===== src/rtl/game_ctrl.sv =====
// Board game sequencer: owns the 8x8 colour board, the cursor and the MENU/PLAY/SETTLE flow
// that drives the VGA renderer. All outputs are registered.
module game_ctrl #(
  parameter int          SETTLE_CYCLES = 100000000,
  parameter logic [11:0] P0_COLOR      = 12'hF80,
  parameter logic [11:0] P1_COLOR      = 12'h08F
) (
  input  logic         clk,
  input  logic         rst,
  input  logic         btn_up,
  input  logic         btn_down,
  input  logic         btn_left,
  input  logic         btn_right,
  input  logic         btn_ok,
  input  logic         btn_back,
  output logic [1:0]   state,
  output logic [3:0]   cursor_x,
  output logic [3:0]   cursor_y,
  output logic [767:0] board_data,
  output logic         player,
  output logic [6:0]   move_cnt
);

  localparam int TW = (SETTLE_CYCLES > 1) ? $clog2(SETTLE_CYCLES) : 1;
  localparam logic [TW-1:0] TIMER_LAST = TW'(SETTLE_CYCLES - 1);

  typedef enum logic [1:0] {
    S_MENU   = 2'b00,
    S_PLAY   = 2'b01,
    S_SETTLE = 2'b10
  } state_t;

  state_t        state_reg, state_next;
  logic [2:0]    cx_reg, cx_next;
  logic [2:0]    cy_reg, cy_next;
  logic          player_reg, player_next;
  logic [6:0]    cnt_reg, cnt_next;
  logic [TW-1:0] timer_reg, timer_next;

  logic [11:0]   cell_reg [64];
  logic          clear;
  logic          wr_en;
  logic [11:0]   wr_data;
  logic [5:0]    cur_addr;
  logic          cur_empty;

  assign cur_addr  = {cy_reg, cx_reg};
  assign cur_empty = (cell_reg[cur_addr] == 12'h000);

  always_comb begin
    state_next  = state_reg;
    cx_next     = cx_reg;
    cy_next     = cy_reg;
    player_next = player_reg;
    cnt_next    = cnt_reg;
    timer_next  = timer_reg;
    clear       = 1'b0;
    wr_en       = 1'b0;
    wr_data     = P0_COLOR;
    case (state_reg)
      S_MENU: begin
        if (btn_ok) begin
          state_next  = S_PLAY;
          clear       = 1'b1;
          cx_next     = 3'd0;
          cy_next     = 3'd0;
          player_next = 1'b0;
          cnt_next    = 7'd0;
        end
      end
      S_PLAY: begin
        if (btn_back) begin
          state_next = S_MENU;
        end else if (btn_ok) begin
          // Placing on an occupied cell is silently rejected
          if (cur_empty) begin
            wr_en       = 1'b1;
            wr_data     = player_reg ? P1_COLOR : P0_COLOR;
            player_next = ~player_reg;
            cnt_next    = cnt_reg + 7'd1;
            if (cnt_reg == 7'd63) begin
              state_next = S_SETTLE;
              timer_next = '0;
            end
          end
        end else begin
          if (btn_right && !btn_left && cx_reg != 3'd7)
            cx_next = cx_reg + 3'd1;
          else if (btn_left && !btn_right && cx_reg != 3'd0)
            cx_next = cx_reg - 3'd1;
          if (btn_down && !btn_up && cy_reg != 3'd7)
            cy_next = cy_reg + 3'd1;
          else if (btn_up && !btn_down && cy_reg != 3'd0)
            cy_next = cy_reg - 3'd1;
        end
      end
      S_SETTLE: begin
        if (btn_ok || btn_back || timer_reg == TIMER_LAST) begin
          state_next = S_MENU;
          timer_next = '0;
        end else begin
          timer_next = timer_reg + TW'(1);
        end
      end
      default: begin
        state_next = S_MENU;
        timer_next = '0;
      end
    endcase
  end

  always_ff @(posedge clk) begin
    if (rst) begin
      state_reg  <= S_MENU;
      cx_reg     <= 3'd0;
      cy_reg     <= 3'd0;
      player_reg <= 1'b0;
      cnt_reg    <= 7'd0;
      timer_reg  <= '0;
    end else begin
      state_reg  <= state_next;
      cx_reg     <= cx_next;
      cy_reg     <= cy_next;
      player_reg <= player_next;
      cnt_reg    <= cnt_next;
      timer_reg  <= timer_next;
    end
  end

  always_ff @(posedge clk) begin
    for (int i = 0; i < 64; i++) begin
      if (rst || clear)
        cell_reg[i] <= 12'h000;
      else if (wr_en && cur_addr == 6'(i))
        cell_reg[i] <= wr_data;
    end
  end

  generate
    for (genvar gi = 0; gi < 64; gi++) begin : g_board
      assign board_data[gi*12 +: 12] = cell_reg[gi];
    end
  endgenerate

  assign state    = state_reg;
  assign cursor_x = {1'b0, cx_reg};
  assign cursor_y = {1'b0, cy_reg};
  assign player   = player_reg;
  assign move_cnt = cnt_reg;

endmodule


===== config.mk =====
export PLATFORM = sky130hd
export DESIGN_NAME = game_ctrl
export DESIGN_NICKNAME = d
export VERILOG_FILES = /design/src/rtl/game_ctrl.sv
export SDC_FILE = /design/constraint.sdc
export NUM_CORES = 1
export LEC_CHECK = 0
export CAP_MARGIN = 20
export CORE_AREA = 2 2 309 311
export CTS_CLUSTER_SIZE = 40
export DETAILED_ROUTE_END_ITERATION = 10
export DIE_AREA = 0 0 311 313
export SLEW_MARGIN = 20
export SYNTH_ARGS = -nofsm -noshare
export SYNTH_HDL_FRONTEND = slang
export SYNTH_SLANG_ARGS = --single-unit

===== constraint.sdc =====
create_clock -name clk -period 4.7 [get_ports clk]
set_input_delay 0.705 -clock clk [delete_from_list [all_inputs] [get_ports clk]]
set_output_delay 0.705 -clock clk [all_outputs]
set_load 0.02 [all_outputs]

Word level (Yosys, flattened, before mapping)
Memory sizes are Yosys's and may differ from the RTL's.
Index checks and enable logic that the tools add are counted.

word-level totals
  bits in registers = 43
  bits in writable memories = 768
  output and inout port bits = 786
  logic and storage cells = 553
  memories kept = 1

memories
  memory    depth  bits a word  rd ports  clocked after Yosys merged registers in  write ports  line  RTL
  cell_reg  64     12           65        0                                        64           40    logic [11:0] cell_reg [64];

cells by class
  add/subtract/negate cells = 6
  equal/unequal tests = 81
  mux-type cells = 303
  bitwise operators = 66
  reduce and logical (&&, ||, !) cells = 90

operators by type and width
  cell                   number
  $mux 12                69
  $mux 1                 204
  $eq 6x6->1 const B     32
  $mux 27                5
  $eq 6x5->1 const B     16
  $pmux 27 s3            1
  $logic_and 1x1->1      72
  $or 1x1->1             64
  $eq 6x4->1 const B     8
  $mux 7                 4
  $add 27x1->27 const B  1
  $eq 27x27->1 const B   1
  $mux 3                 9
  $reduce_and 5->1       5
  $eq 6x3->1 const B     4
  $ne 3x3->1 const B     7
  $ne 2x2->1 const B     7
  $pmux 7 s2             1
  $eq 6x2->1 const B     2
  $logic_not 12->1       1
  $mux 2                 6
  $pmux 3 s2             2
  $add 7x1->7 const B    1
  $eq 7x6->1 const B     1
  14 further kinds       23

Longest topological paths before layout
Gate-level depths: netlist of run 1.
An unclocked memory read counts as a cell.

  depth in word-level cells = 11
  gate-level depth with buffers = 11

Least setup slack after synthesis of run 1
No wires, ideal clock.

  path kind = register to register
  start = reg cx_reg[0]
  end = mem cell_reg[33][10] (enable)
  setup time = 344 ps
  arrival = 3,295 ps
  path slack = 1,060 ps
  stages on the path, launching flop included = 12
  buffers on the path = 4
  cell sequence = dfxtp_1 > buf_6 > buf_1 > mux4_2 > a22oi_1 > a21oi_1 > or4_4 > nor3_1 > nand3_1 > clkbuf_1 > clkbuf_1 > o21ai_0

RTL lines
  element                 line  RTL
  from (decl)             34    logic [2:0] cx_reg, cx_next;
  from (signal assigned)  122   cx_reg <= cx_next;
  to (decl)               40

==> results.cfg, run 1 <==
[logic_synthesis]
ys_warn_count = 0
ys_types = 51
async_reset_ff_frac = 0
synth_fa_ha_area_frac = 0.00402
synth.area.mux_share = 0.0754
synth_cells = 1664
synth_seq_area_share = 0.408
synth_area_per_cell_um2 = 9.74
yosysTopAreaCell = edfxtp_1
synth_top_area_share = 0.354
synth_flop_cell = edfxtp_1
synth_edf_count = 191
synth_top_family_by_area = buffers and inverters
ys_ff_latch = 235
synth_compound_area_frac = 0.0689
synth_xor_area_frac = 0.00108
yosysMostFrequentCell = buf_4
synth_commonest_cells = 579 x buf_4, 191 x edfxtp_1, 151 x nor2_1, 109 x nand2_1, 89 x clkbuf_1
syn_area_um2 = 16200
yosys.area_share.simple = 0.145
synth_area_leaders = edfxtp_1 35%, buf_4 27%, mux4_2 6.7%

[power]
power_density_nw_per_um2 = 335
power_frac_clock = 0.310
worst_ir_drop_vdd_mv = 0.250
leakage_nw = 6.86
switching_share = 0.351
internal_power_mw = 4.58
switchingPower_mw = 2.48
combPwrFrac = 0.300
seqPwrFrac = 0.390

[setup_path]
crit_path_start_kind = register
r2r_slack_ns = 0.35
r2r_end = cell_reg[59][3]
worstSetupPathType = reg2reg
timing.rr.start = cx_reg[0]
path_max_fanout = 43
cp.arrival_ns = 4.56
ff2ff_path_depth = 8
critPathRequiredTime_ns = 4.92
cp-end-kind = register

[clock_network]
cts.clk_slew.worst_paths_ns = 0.07
hold_buffers = 0
ctsHtreeMaxLevel = 1
clock-root-buffer = clkbuf_16
numCtsBuffers = 27
clk-insertion-delay-late_ns = 0.57
clockBufferDepth = 3
clock-sinks = 235
cts_tree = yes

[floorplan]
coreArea_um2 = 94200
die_w_um = 311
die_area_um2 = 97300
die_h_um = 313
num_rows = 113
io_pins = 794
start_util = 0.172

[grt]
grtUsageTotal = 0.136
grt_max_degree = 66
grt_pass1_wl_mm = 94.2
antenna_found_initial = 9
grt-ovfl-total = 0
grt_pass1_vias = 11300

[routing]
wl_per_cell_um = 22.6
avgViaCountPerCell = 4.10
first_pass_iters = 6
postRouteAntennaNets = 0
vias = 12900
drt_wl_total_mm = 70.9
drt_iter0_drc = 1464
route.detailed.drc = 0

[placed_design]
dp_worst_setup_slack_ns = 0.238
gp_congestion = 0.934
port_buffers = 599
dp.cells = 3084
hpwlAfterDp_mm = 55.9

[sta]
drv_slew = 0
worstMarginPinSlew_ns = 0.841
skew_ns = 0.0130
setup_tns_ns = 0
hold_violations = 0
min_period_over_period = 0.925
fmaxAchievable_mhz = 230
period_minus_slack_ns = 4.35
grt_setup_unrepaired = no
slew_headroom = 0.439
layout_setup_ws_ns = 0.354
setup_viol_count_final = 0

[final_layout]
area_growth_syn_to_layout_pct = 30.1
final.fill_count = 10200
fin_cells = 3138
largest_reg_flops = 192
nNetsFinal = 1861
layout-drive-gt1-share = 0.0824

[outcome]
status = finished clean

[worst_hold_path]
hold_path_startpoint = timer_reg[24]
min_to = timer_reg[24]
hold_path_depth = 1
hp-class = reg2reg

[job]
max-cap-violations = 0
==> area by class of cell <==
cell class | instances | area [um^2] | share of cell area
sequential | 235 | 6630 | 0.314
clock buffer | 33 | 698 | 0.0331
inverter | 9 | 33.8 | 0.00160
antenna | 4 | 10.0 | 0.000475
tap | 1265 | 1580 | 0.0751
multi-input combinational | 929 | 5510 | 0.262
timing repair buffer | 647 | 6410 | 0.304
clock inverter | 16 | 203 | 0.00962
==> layout by cell type, fill, tap and decap left out, types with 6 or more instances in the layout <==
cell             instances
clkbuf_16               27
nand4b_1                16
nand4_1                  9
nand3_1                 38
clkbuf_1                 6
nor3_1                  45
nand2_1                109
nand2b_1                 6
conb_1                 194
buf_4                   44
inv_1                    8
or3_1                    9
mux2i_1                 14
o21ai_0                 79
a21oi_1                 39
edfxtp_1               191
mux4_2                  48
nor4_1                  73
a31oi_1                  6
nor2_1                 150
a22oi_1                 24
clkdlybuf4s50_1        599
dfxtp_1                 41
a311oi_1                11
==> logic make-up (layout without fill, tap and decap cells) <==
family | Yosys count | after routing
AOI/OAI and AO/OA | 182 | 182
xor gates and xnor gates | 2 | 2
adders and majority gates | 4 | 4
buffers and inverters | 693 | 705
DFF | 235 | 235
muxes | 62 | 62
other | 1 | 198
and+or+nand+nor | 485 | 485
==> power groups by stage <==
stage                     clock (mW)  combinational (mW)  sequential, mW
after floorplan                    0                1.42            2.77
after global placement             0                2.10            2.81
after detailed placement           0                2.11            2.82
after CTS                       2.20                2.12            2.78
after global routing            2.28                2.21            2.78
final                           2.19                2.12            2.75
==> how the worst max path moves through the flow <==
stage,start,to,slack [ns],cells past startpoint
6_report,cx_reg[0],cell_reg[59][3],0.35,8
4_1_cts,cx_reg[0],cell_reg[49][7],0.26,8
3_3_place_gp,cx_reg[0],cell_reg[12][7],0.31,9
5_1_grt,cx_reg[0],cell_reg[56][7],0.16,8
2_1_floorplan,cx_reg[0],cell_reg[33][10],1.06,11
3_5_place_dp,cx_reg[0],cell_reg[49][7],0.24,8
==> per-stage QoR <==
| stage | hold WS, ns | utilization | power, mW | cell area (um^2) |
|---|---|---|---|---|
| after CTS | 0.487 | 0.223 | 7.09 | 21000 |
| after floorplan | 0.443 | - | 4.19 | 16900 |
| after global routing | 0.507 | 0.224 | 7.27 | 21100 |
| final | 0.491 | 0.224 | 7.06 | 21100 |
| after detailed placement | 0.473 | 0.214 | 4.93 | 20100 |
| after global placement | 0.467 | 0.214 | 4.92 | 20100 |
==> critical path, cell delays in order (launching register included) <==
cell and delay (ns):
dfxtp_4 0.58, buf_12 0.26, mux4_2 0.55, a22oi_1 0.22, a21oi_1 0.13, nor4_1 0.47, nand3_1 0.37, or3_2 0.85
o21ai_0 0.51
==> metal layers <==
metal	share of wire	vias up	global-route usage
li1	-	5481	-
met1	0.37	6332	0.165
met2	0.49	940	0.232
met3	0.12	110	0.0451
met4	0.025	10	0.0310
met5	0.0010	-	0
==> what timing repair did <==
item                                    in CTS  in global routing
endpoints found under the setup margin       0                 63
buffers inserted                             0                  1
resized for setup                            0                  2
(Power assumes the default switching activity.)
==> inputs of run 2 (changes only) <==
clock period = 4.75 ns   (was 4.7 ns; I/O delays follow)
==> run 2 against run 1 <==
Effect of this change:
- core utilization is 0.068 points lower
- register-to-register slack lost 0.03 ns
- critical path type unchanged
- sequential cell count stayed put
- clock skew up 0.0040 ns
- largest power group unchanged
- highest routed layer unchanged
- clock-buffer cell count did not move
==> results.cfg, run 2 (synthesis gave the netlist of run 1 again) <==
[grt]
grtUsageTotal = 0.134
grt_max_degree = 66
grt-ovfl-total = 0
antenna_found_initial = 9
grt_pass1_vias = 11500
grt_pass1_wl_mm = 93.3

[setup_path]
cp-end-kind = register
worst_path_max_delay_cell = or4_1
crit_chain = buf_4 > mux4_2 > a22oi_1 > a21oi_1 > or4_1 > nor3_1 > nand3_2 > buf_4 > buf_4 > nor4_1
cp.arrival_ns = 4.79
worstSetupPathType = reg2reg
crit_path_start_kind = register
critPathRequiredTime_ns = 5.12
crit_path_frequent_cell = buf_4
path_max_fanout = 21
slowest_delay_ns = 0.62

[clock_network]
clk-insertion-delay-late_ns = 0.57
clock-sinks = 235
numCtsBuffers = 27
hold_buffers = 0
clock-root-buffer = clkbuf_16
post_cts_buffers = 0
cts_resized = 0
cts.clk_slew.worst_paths_ns = 0.06
clockBufferDepth = 3
ctsHtreeMaxLevel = 1
cts_tree = yes

[placed_design]
port_buffers = 599
gp_congestion = 0.927
dp.cells = 3085
hpwlAfterDp_mm = 56.2

[routing]
drt_iter0_drc = 1441
wl_per_cell_um = 22.3
vias = 12700
route.detailed.drc = 0
first_pass_iters = 6
postRouteAntennaNets = 0
avgViaCountPerCell = 4.06
drt_wl_total_mm = 70.0

[final_layout]
largest_reg_flops = 192
nNetsFinal = 1862
fin_cells = 3136
area_growth_syn_to_layout_pct = 29.7
layout_commonest_cell = clkdlybuf4s50_1
final_cell_mix = 599 x clkdlybuf4s50_1, 194 x conb_1, 191 x edfxtp_1
layout-drive-gt1-share = 0.0803
fin_util = 0.223

[power]
leakage_nw = 6.84
worst_ir_drop_vdd_mv = 0.235
power_density_nw_per_um2 = 323
p_total_mw = 6.79

[sta]
setup_viol_count_final = 0
grt_setup_unrepaired = no
drv_slew = 0
worstMarginPinSlew_ns = 0.922
setup_tns_ns = 0
period_minus_slack_ns = 4.43
min_period_over_period = 0.932
hold_slack_ns = 0.488
hold_violations = 0
slew_headroom = 0.384
skew_ns = 0.0171
fmaxAchievable_mhz = 226

[outcome]
status = finished clean

[floorplan]
die_h_um = 313
coreArea_um2 = 94200
num_rows = 113
die_area_um2 = 97300
start_util = 0.172
io_pins = 794
die_w_um = 311

[job]
max-cap-violations = 0

[worst_hold_path]
hp-class = reg2reg
run 2: layout make-up:
type / instances / area [um^2]
diodes: 3 / 7.51
well taps: 1265 / 1580
clock buffers: 33 / 708
multi-input cells: 929 / 5510
repair buffers: 648 / 6430
clock inverters: 14 / 105
flip-flops and latches: 235 / 6630
inverters: 9 / 33.8
fillers: 10200 / 73200
run 2: power breakdown:
group          internal, mW  switching [mW]  total [mW]  leakage [nW]
sequential             2.40           0.319        2.72          2.43
clock                  1.11           0.869        1.98         0.399
combinational         0.863            1.23        2.10          4.02
total                  4.37            2.42        6.79          6.84
run 2: metal layers:
layer  vias to the layer above  global-route usage  share of wire
met2                       865               0.228           0.48
met4                        10              0.0349          0.029
met1                      6260               0.158           0.37
met3                       115              0.0485           0.12
li1                       5491                   -              -
met5                         -                   0         0.0010
run 2: critical path: cells and delay by family, from the launching register on:
| kind | cells | cell delay, ns |
|---|---|---|
| mux | 1 | 0.54 |
| compound gates | 2 | 0.34 |
| buf+inv | 3 | 0.96 |
| simple gates | 4 | 1.77 |
| flops | 1 | 0.60 |
run 2: metrics by stage:
stage | instance area, um^2 | setup WS [ns]
final | 21000 | 0.325
after global routing | 21000 | 0.102
after CTS | 21000 | 0.232
after detailed placement | 20200 | 0.235
after global placement | 20200 | 0.286
after floorplan | 16900 | 1.11
run 2: worst paths after layout:
kind	startpoint	end	slack (ns)	cells past startpoint
worst max-delay path	cx_reg[0]	cell_reg[37][3]	0.32	10
worst min-delay path	timer_reg[24]	timer_reg[24]	0.49	1
worst max register to register	cx_reg[0]	cell_reg[37][3]	0.32	10
worst min register to register	timer_reg[24]	timer_reg[24]	0.49	1
